<file path="src/rtl/phase2speed_mc.sv">
// rtl/phase2speed_mc.sv - multi-channel block-averaging phase-difference to speed converter
module phase2speed_mc #(
    parameter int NCH     = 4,
    parameter int PHASE_W = 19,
    parameter int SPEED_W = 16,
    parameter int MAXLOG  = 8,
    parameter int KSHIFT  = 10,
    localparam int CW     = (NCH > 1) ? $clog2(NCH) : 1
) (
    input  logic                      clock,
    input  logic                      reset,
    input  logic                      sample,
    input  logic [CW-1:0]             chan,
    input  logic signed [PHASE_W-1:0] phase,
    input  logic [3:0]                meanlen,
    input  logic [15:0]               kscale,
    input  logic                      clear,
    output logic signed [SPEED_W-1:0] speed,
    output logic [CW-1:0]             speed_chan,
    output logic                      ready,
    output logic                      sat
);
    localparam int ACC_W  = PHASE_W + MAXLOG;
    localparam int PROD_W = ACC_W + 17;
    localparam int R_W    = PROD_W - KSHIFT;
    localparam logic signed [R_W-1:0] SMAX = {{(R_W-SPEED_W+1){1'b0}}, {(SPEED_W-1){1'b1}}};
    localparam logic signed [R_W-1:0] SMIN = {{(R_W-SPEED_W+1){1'b1}}, {(SPEED_W-1){1'b0}}};
    localparam logic signed [PROD_W-1:0] HALF = PROD_W'(1) << (KSHIFT - 1);

    logic signed [ACC_W-1:0] acc [NCH];
    logic [MAXLOG-1:0]       cnt [NCH];
    logic [3:0]              len [NCH];

    logic                    s1_valid, s2_valid, s3_valid;
    logic signed [ACC_W-1:0] s1_sum;
    logic [3:0]              s1_len;
    logic [CW-1:0]           s1_chan, s2_chan, s3_chan;
    logic signed [PROD_W-1:0] s2_prod;
    logic signed [R_W-1:0]   s3_r;

    logic                    chan_ok;
    logic [CW-1:0]           idx;
    logic [3:0]              ml_clamp;
    logic [MAXLOG-1:0]       cur_cnt;
    logic [3:0]              cur_len;
    logic [MAXLOG:0]         blk_mask;
    logic                    blk_last;
    logic signed [ACC_W-1:0] sum;
    logic signed [ACC_W-1:0] mean;
    logic signed [PROD_W-1:0] mean_x, gain_x, prod, rnd;

    // Out-of-range channels are redirected to index 0 only to keep the array read legal.
    always_comb begin
        chan_ok  = (32'(chan) < NCH);
        idx      = chan_ok ? chan : '0;
        ml_clamp = (meanlen > 4'(MAXLOG)) ? 4'(MAXLOG) : meanlen;
        cur_cnt  = cnt[idx];
        cur_len  = (cur_cnt == '0) ? ml_clamp : len[idx];
        blk_mask = (MAXLOG+1)'((32'd1 << cur_len) - 32'd1);
        blk_last = ({1'b0, cur_cnt} == blk_mask);
        sum      = acc[idx] + {{MAXLOG{phase[PHASE_W-1]}}, phase};
    end

    always_ff @(posedge clock or negedge reset) begin
        if (!reset) begin
            for (int i = 0; i < NCH; i++) begin
                acc[i] <= '0;
                cnt[i] <= '0;
                len[i] <= '0;
            end
            s1_valid <= 1'b0;
            s1_sum   <= '0;
            s1_len   <= '0;
            s1_chan  <= '0;
        end else if (clear) begin
            for (int i = 0; i < NCH; i++) begin
                acc[i] <= '0;
                cnt[i] <= '0;
            end
            s1_valid <= 1'b0;
        end else begin
            s1_valid <= 1'b0;
            if (sample && chan_ok) begin
                if (cur_cnt == '0)
                    len[idx] <= ml_clamp;
                if (blk_last) begin
                    s1_valid <= 1'b1;
                    s1_sum   <= sum;
                    s1_len   <= cur_len;
                    s1_chan  <= chan;
                    acc[idx] <= '0;
                    cnt[idx] <= '0;
                end else begin
                    acc[idx] <= sum;
                    cnt[idx] <= cur_cnt + MAXLOG'(1);
                end
            end
        end
    end

    always_comb begin
        mean   = s1_sum >>> s1_len;
        mean_x = {{(PROD_W-ACC_W){mean[ACC_W-1]}}, mean};
        gain_x = {{(PROD_W-16){1'b0}}, kscale};
        prod   = mean_x * gain_x;
        rnd    = s2_prod + HALF;
    end

    always_ff @(posedge clock or negedge reset) begin
        if (!reset) begin
            s2_valid <= 1'b0;
            s2_prod  <= '0;
            s2_chan  <= '0;
            s3_valid <= 1'b0;
            s3_r     <= '0;
            s3_chan  <= '0;
        end else if (clear) begin
            s2_valid <= 1'b0;
            s3_valid <= 1'b0;
        end else begin
            s2_valid <= s1_valid;
            s2_prod  <= prod;
            s2_chan  <= s1_chan;
            s3_valid <= s2_valid;
            s3_r     <= R_W'(rnd >>> KSHIFT);
            s3_chan  <= s2_chan;
        end
    end

    // Result registers hold across clear; only the ready pulse is suppressed.
    always_ff @(posedge clock or negedge reset) begin
        if (!reset) begin
            speed      <= '0;
            speed_chan <= '0;
            ready      <= 1'b0;
            sat        <= 1'b0;
        end else begin
            ready <= s3_valid && !clear;
            if (s3_valid && !clear) begin
                speed_chan <= s3_chan;
                if (s3_r > SMAX) begin
                    speed <= SMAX[SPEED_W-1:0];
                    sat   <= 1'b1;
                end else if (s3_r < SMIN) begin
                    speed <= SMIN[SPEED_W-1:0];
                    sat   <= 1'b1;
                end else begin
                    speed <= s3_r[SPEED_W-1:0];
                    sat   <= 1'b0;
                end
            end
        end
    end
endmodule

</file>
<file path="config.mk">
export PLATFORM = sky130hd
export DESIGN_NAME = phase2speed_mc
export DESIGN_NICKNAME = d
export VERILOG_FILES = /design/src/rtl/phase2speed_mc.sv
export SDC_FILE = /design/constraint.sdc
export NUM_CORES = 2
export LEC_CHECK = 0
export CAP_MARGIN = 20
export CORE_ASPECT_RATIO = 1.75
export CORE_MARGIN = 5
export CORE_UTILIZATION = 50
export DETAILED_ROUTE_END_ITERATION = 10
export GPL_TIMING_DRIVEN = 0
export PLACE_DENSITY = 0.69
export REMOVE_ABC_BUFFERS = 1
export SYNTH_ARGS = -nofsm -noshare
export SYNTH_HDL_FRONTEND = slang
export SYNTH_SLANG_ARGS = --single-unit
</file>
<file path="constraint.sdc">
create_clock -name clock -period 8 [get_ports clock]
set_input_delay 1.2 -clock clock [delete_from_list [all_inputs] [get_ports clock]]
set_output_delay 1.2 -clock clock [all_outputs]
set_load 0.01 [all_outputs]
</file>
## Word-level counts from Yosys, hierarchy flattened

Cells that the tools add are included.

- Multipliers: 1
- Order comparisons: 5
- Add/sub/neg operators: 4
- Multiplexer cells: 35
- Shift-type cells: 2
- Div/mod/pow operators: 0
- Reductions and logical operators: 7
- Bitwise operators: 6
- Equality and inequality tests: 1

Operator list:

| kind | number |
|---|---|
| 108-bit two-way mux | 3 |
| 108-bit bitwise AND | 1 |
| 108-bit bitwise mux | 1 |
| 108-bit inverter | 1 |
| 32-bit two-way mux | 3 |
| 27-bit two-way mux | 3 |
| 27-bit binary-select mux with 2-bit select | 1 |
| 27-bit demux with 2-bit select | 1 |
| 44-bit by 11-bit adder with 44-bit output (second input constant) | 1 |
| 27-bit by 17-bit multiplier with 44-bit output | 1 |
| 34-bit by 16-bit > comparator with 1-bit output (second input constant) | 1 |
| 34-bit by 16-bit less-than comparator with 1-bit output (second input constant) | 1 |
| 32-bit bitwise AND | 1 |
| 32-bit bitwise mux | 1 |
| 16-bit two-way mux | 2 |
| 32-bit inverter | 1 |
| 27-bit adder | 1 |
| 27-bit by 4-bit >>> shifter with 27-bit output | 1 |
| 8-bit two-way mux | 3 |
| 4-bit two-way mux | 5 |
| 8-bit binary-select mux with 2-bit select | 1 |
| 16-bit bitwise mux | 1 |
| 8-bit demux with 2-bit select | 1 |
| 8-bit by 9-bit equality test with 1-bit output | 1 |
| 16 further kinds | 24 |

- Output and inout bits: 20
- Bits of input ports: 45
- Bits in registers: 294
- Memories kept: 0
- Latch bits: 0
- Memory bits (read-only): 0
- Logic and storage cells: 87
- RAM bits: 0

## Depth between registers and ports, before layout

- Depth in word-level cells: 12
- Mapped depth: 33
- Gate-level depth less buffers: 30

## Worst setup path after synthesis

OpenSTA, ideal clock, no wires.

- Kind: register to register
- From: register s1_len[1]
- To: register s2_prod[43]
- Setup time: 0.125 ns
- Data required time: 7.875 ns
- Stages on the path, launching flop included: 30
- Clock period less this slack: 8.125 ns
- Path slack: -0.125 ns
- Arrival time: 8.001 ns
- Path buffers: 4
- Cell sequence: dfrtp_1 clkbuf_1 buf_1 clkbuf_1 mux4_2 nand2_1 o21a_1 a21oi_1 clkbuf_1 nand2_1 fa_1 fa_1 fa_1 fa_1 inv_1 fa_1 inv_1 fa_1 inv_1 ha_1 nand2_1 or2_2 nor3b_1 o211a_1 o31a_1 a21oi_1 o31ai_1 a211oi_1 xnor2_1 mux2_2

- Cells in the longest elaborated chain, start to end: 2

Ends and longest elaborated chain:

| what | RTL line | source |
|---|---|---|
| start: declaration | 36 | `logic [3:0] s1_len;` |
| start signal: assignment | 89 | `s1_len <= cur_len;` |
| 27-bit by 4-bit >>> shifter with 27-bit output | 102 | `mean = s1_sum >>> s1_len;` |
| 27-bit by 17-bit multiplier with 44-bit output | 105 | `prod = mean_x * gain_x;` |
| end signal: assignment | 122 | `s2_prod <= prod;` |
| end: declaration | 38 | `logic signed [PROD_W-1:0] s2_prod;` |

No other way between the ends.
A chain may end at the register's enable or synchronous reset.

## Final worst setup path

- From: register s1_len[1]
- To: register s2_prod[40]

Same word-level chain as after synthesis.

==> metrics.md <==
| Metric | Value |
|---|---|
| Slew headroom | 25.6% |
| Asr flop ratio synth | 100% |
| Final antenna-violating net count | 0 |
| Syn avg cell area | 9.85 µm² |
| Internal Power | between 2 and 3 mW |
| CTS Root Cell | clkbuf_16 |
| Slew @ Worst Pin | 1.12 ns |
| Crit path arrival time | 8.19 ns |
| CP max FO | 11 |
| Mux cell area share after synthesis | 6.66% |
| First-pass GRT wire length | 126000 µm |
| Synth Flop Type | dfrtp_1 |
| IO Pins | 65 |
| CTS Buf Count | 28 |
| Final Power | 4.18 mW |
| Most common cell after layout, fill and taps aside | inv_1 |
| Non-filler cells, final | 3868 |
| Die height | 333 µm |
| Vias in the first global route | 24.9k |
| PortBufs | 64 |
| Slowest stage cell on the critical path | fa_1 |
| Layout cells sized above 1 | 11.5% |
| Core Box Area | approximately 60000 µm² |
| Post-Synth XOR/XNOR Area | 3.06% |
| Skew final | approximately 0.030 ns |
| Total iterations of the first detailed-routing run | 8 |
| Worst setup SP type | flop |
| Die width | between 150 and 200 µm |
| Overflow after GRT | 0 |
| Combinational Power Share | 26.3% |
| Die Footprint | 64700 µm² |
| Nature of the critical path endpoint | flop |
| Tmin final | 7.76 ns |
| Initial DRC Count | 1289 |
| DRC Markers | 0 |
| PwrDens | about 120 nW/µm² |
| CTS Buffer Depth | 3 |
| WS Path Type | flop to flop |
| Via count | between 20k and 25k |
| Buf+Inv Stages, Crit Path | 8 |
| EDFF count, synth | 0 |
| Setup violators final | 0 |
| Share of the yosys chip area belonging to registers | 24.0% |
| Final Max Slew Viols | 0 |
| Outcome | completed |
| Largest family of logic cells by synthesized area | adder cells |
| Vias per Instance | 5.80 |
| CTS sink count | around 290 |
| Antenna violations before repair | 0 |
| CP Data Required Time | around 8.4 ns |
| Global-route usage over all layers | 23.7% |
| Max incr delay on CP | 0.58 ns |
| Drt total wl | 77000 µm |
| Adder-cell share of the synthesized area | around a third |
| Compound-Gate Fraction of Synth Area | 10.4% |
| Clk Latency, worst-skew pair | 0.58 ns |
| Simple-Gate Fraction of Synth Area | 13.6% |
| Seq pwr share | 39.6% |
| Clk pwr share | 34.1% |
| Maximum VDD drop | 0.206 mV |
| Hold WS | 0.462 ns |
| Largest net degree at the start of global routing | 141 |
| Switching share of power | 32.6% |
| CP Depth | 31 |
| Initial Util | between 50% and 60% |
| Reg clk slew, reported paths | 0.07 ns |
| Routed len/inst | 19.9 µm |
| CP dominant cell by count | fa_1 |
| Final instance area | 33800 µm² |
| Final hold violations | 0 |
| R2R cell count | 31 |
| Switching Power | 1.36 mW |
| Hold crit path type | input port to asynchronous set/reset pin |
| H-tree lvl count | 1 |
| CTS tree | yes |
| Max Cap Violations | 0 |
| Largest delay share family, worst path | adder cells |
| Synthesized area | a little under 30000 µm² |
| Tcrit/Tclk final | 97.1% |
| DP Wirelength | 58100 µm |
| Placed cell count | 3742 |
| Synth warn | 0 |
| Cts hold-fix bufs | 0 |
| Diodes inserted | 0 |
| Commonest cells after routing, fill and taps aside | inv_1 (497), fa_1 (416), nand2_1 (405) |
| Leak | 16.3 nW |
| Fmax | 129 MHz |
| Post-synth cell types | 68 |
| Placed instance area | roughly 32000 µm² |
| Final #Nets | 3664 |
| # rows | 118 |
| Area growth syn-to-layout | 13.6% |
| FF+latch count, synth | 285 |
| Synthesized instance count | 3022 |
| Routability cong. | 0.838 |
per-stage QoR:
| step | worst slack [ns] | util (%) | TNS, ns |
|---|---|---|---|
| finish | 0.235 | 57.2 | 0 |
| global route | -0.0782 | 57.2 | -0.276 |
| CTS | 0.0162 | 56.0 | 0 |
| detailed placement | -1.88 | 53.6 | -29.33 |
| global placement | -5.79 | 52.0 | -2442.82 |
| floorplan | -0.302 | - | -0.762 |
registers in the layout, indices dropped and copies added, names as in the netlist:
name,count
ready,1
s2_valid,1
s1_len,4
sat,1
len,16
s3_r,34
acc,108
s1_sum,27
speed,16
speed_chan,2
s3_valid,1
s1_chan,2
s1_valid,1
cnt,32
s2_prod,35
s3_chan,2
s2_chan,2
cell type report:
type                       count  area [µm²]
clock inverter                16         228
inverter                     501        1890
tap                          780         976
clock buffer                  36         761
sequential                   285        7150
timing repair buffer         177        2070
timing repair inverter         2        12.5
fill                        5020       25300
multi-input combinational   2071       20700
path summary, 6_finish.rpt:
path | end | slack, ns | start
max | s2_prod[40]$_DFFE_PN0N_ | 0.24 | s1_len[1]$_DFFE_PN0P_
min | acc[8]$_DFFE_PN0P_ | 0.46 | reset
max reg2reg | s2_prod[40]$_DFFE_PN0N_ | 0.24 | s1_len[1]$_DFFE_PN0P_
min reg2reg | s3_valid$_DFF_PN0_ | 0.46 | s2_valid$_DFF_PN0_
max in group asynchronous | s1_len[3]$_DFFE_PN0P_ | 6.50 | reset
min in group clock | s3_valid$_DFF_PN0_ | 0.46 | s2_valid$_DFF_PN0_
per-layer routing:
metal / track usage [%] / vias up / share of wire (%)
li1: - / 9874 / -
met1: 26.4 / 11543 / 35
met2: 44.9 / 770 / 55
met3: 2.68 / 249 / 5.0
met4: 11.0 / 0 / 5.2
met5: 0 / - / 0
logic make-up after synthesis:
logic type | after synthesis
mux | 135
buf+inv | 666
fa+ha+maj | 553
xor+xnor | 104
simple gates | 851
flops | 285
compound gates | 428
power groups by stage:
| stage | registers [mW] | logic [mW] | clock network [mW] |
|---|---|---|---|
| after floorplan | 1.65 | 0.665 | 0 |
| after global placement | 1.67 | 0.988 | 0 |
| after detailed placement | 1.68 | 1.06 | 0 |
| after CTS | 1.65 | 1.08 | 1.45 |
| after global routing | 1.67 | 1.23 | 1.50 |
| final | 1.65 | 1.10 | 1.42 |
synthesized netlist by cell type, drive strengths merged, types with 10 or more instances:
master | n | area share, %
nor2b | 27 | 0.57
a32o | 134 | 4.5
xor2 | 46 | 1.4
nor3 | 25 | 0.46
mux2 | 64 | 2.4
clkbuf | 128 | 1.6
a211oi | 13 | 0.33
mux4 | 44 | 3.3
inv | 500 | 6.3
a21o | 21 | 0.53
nand3 | 41 | 0.71
nand4 | 12 | 0.25
xnor2 | 58 | 1.7
dfrtp | 285 | 24
mux2i | 27 | 0.91
a21oi | 78 | 1.3
nand2 | 409 | 5.2
a31oi | 11 | 0.23
o21a | 10 | 0.25
o21ai | 110 | 1.8
fa | 418 | 28
ha | 135 | 5.7
buf | 37 | 0.55
and2 | 179 | 3.8
nor2 | 97 | 1.2
and3 | 21 | 0.44
repair_timing:
item                       4_1_cts  5_1_grt
pin swaps                        9       14
resized for setup               45       75
buffers inserted                32       35
setup endpoints to repair       29       23
gates cloned                     2        3
worst reg2reg max path, delay by kind of cell (launching register included):
family,cells,cell delay (ns)
xor gates and xnor gates,1,0.15
buffers and inverters,8,0.92
muxes,1,0.37
and+or+nand+nor,3,0.44
DFF,1,0.48
adders and majority gates,7,3.49
AOI/OAI and AO/OA,11,1.79
No activity file was read; power rests on OpenSTA's default activity.
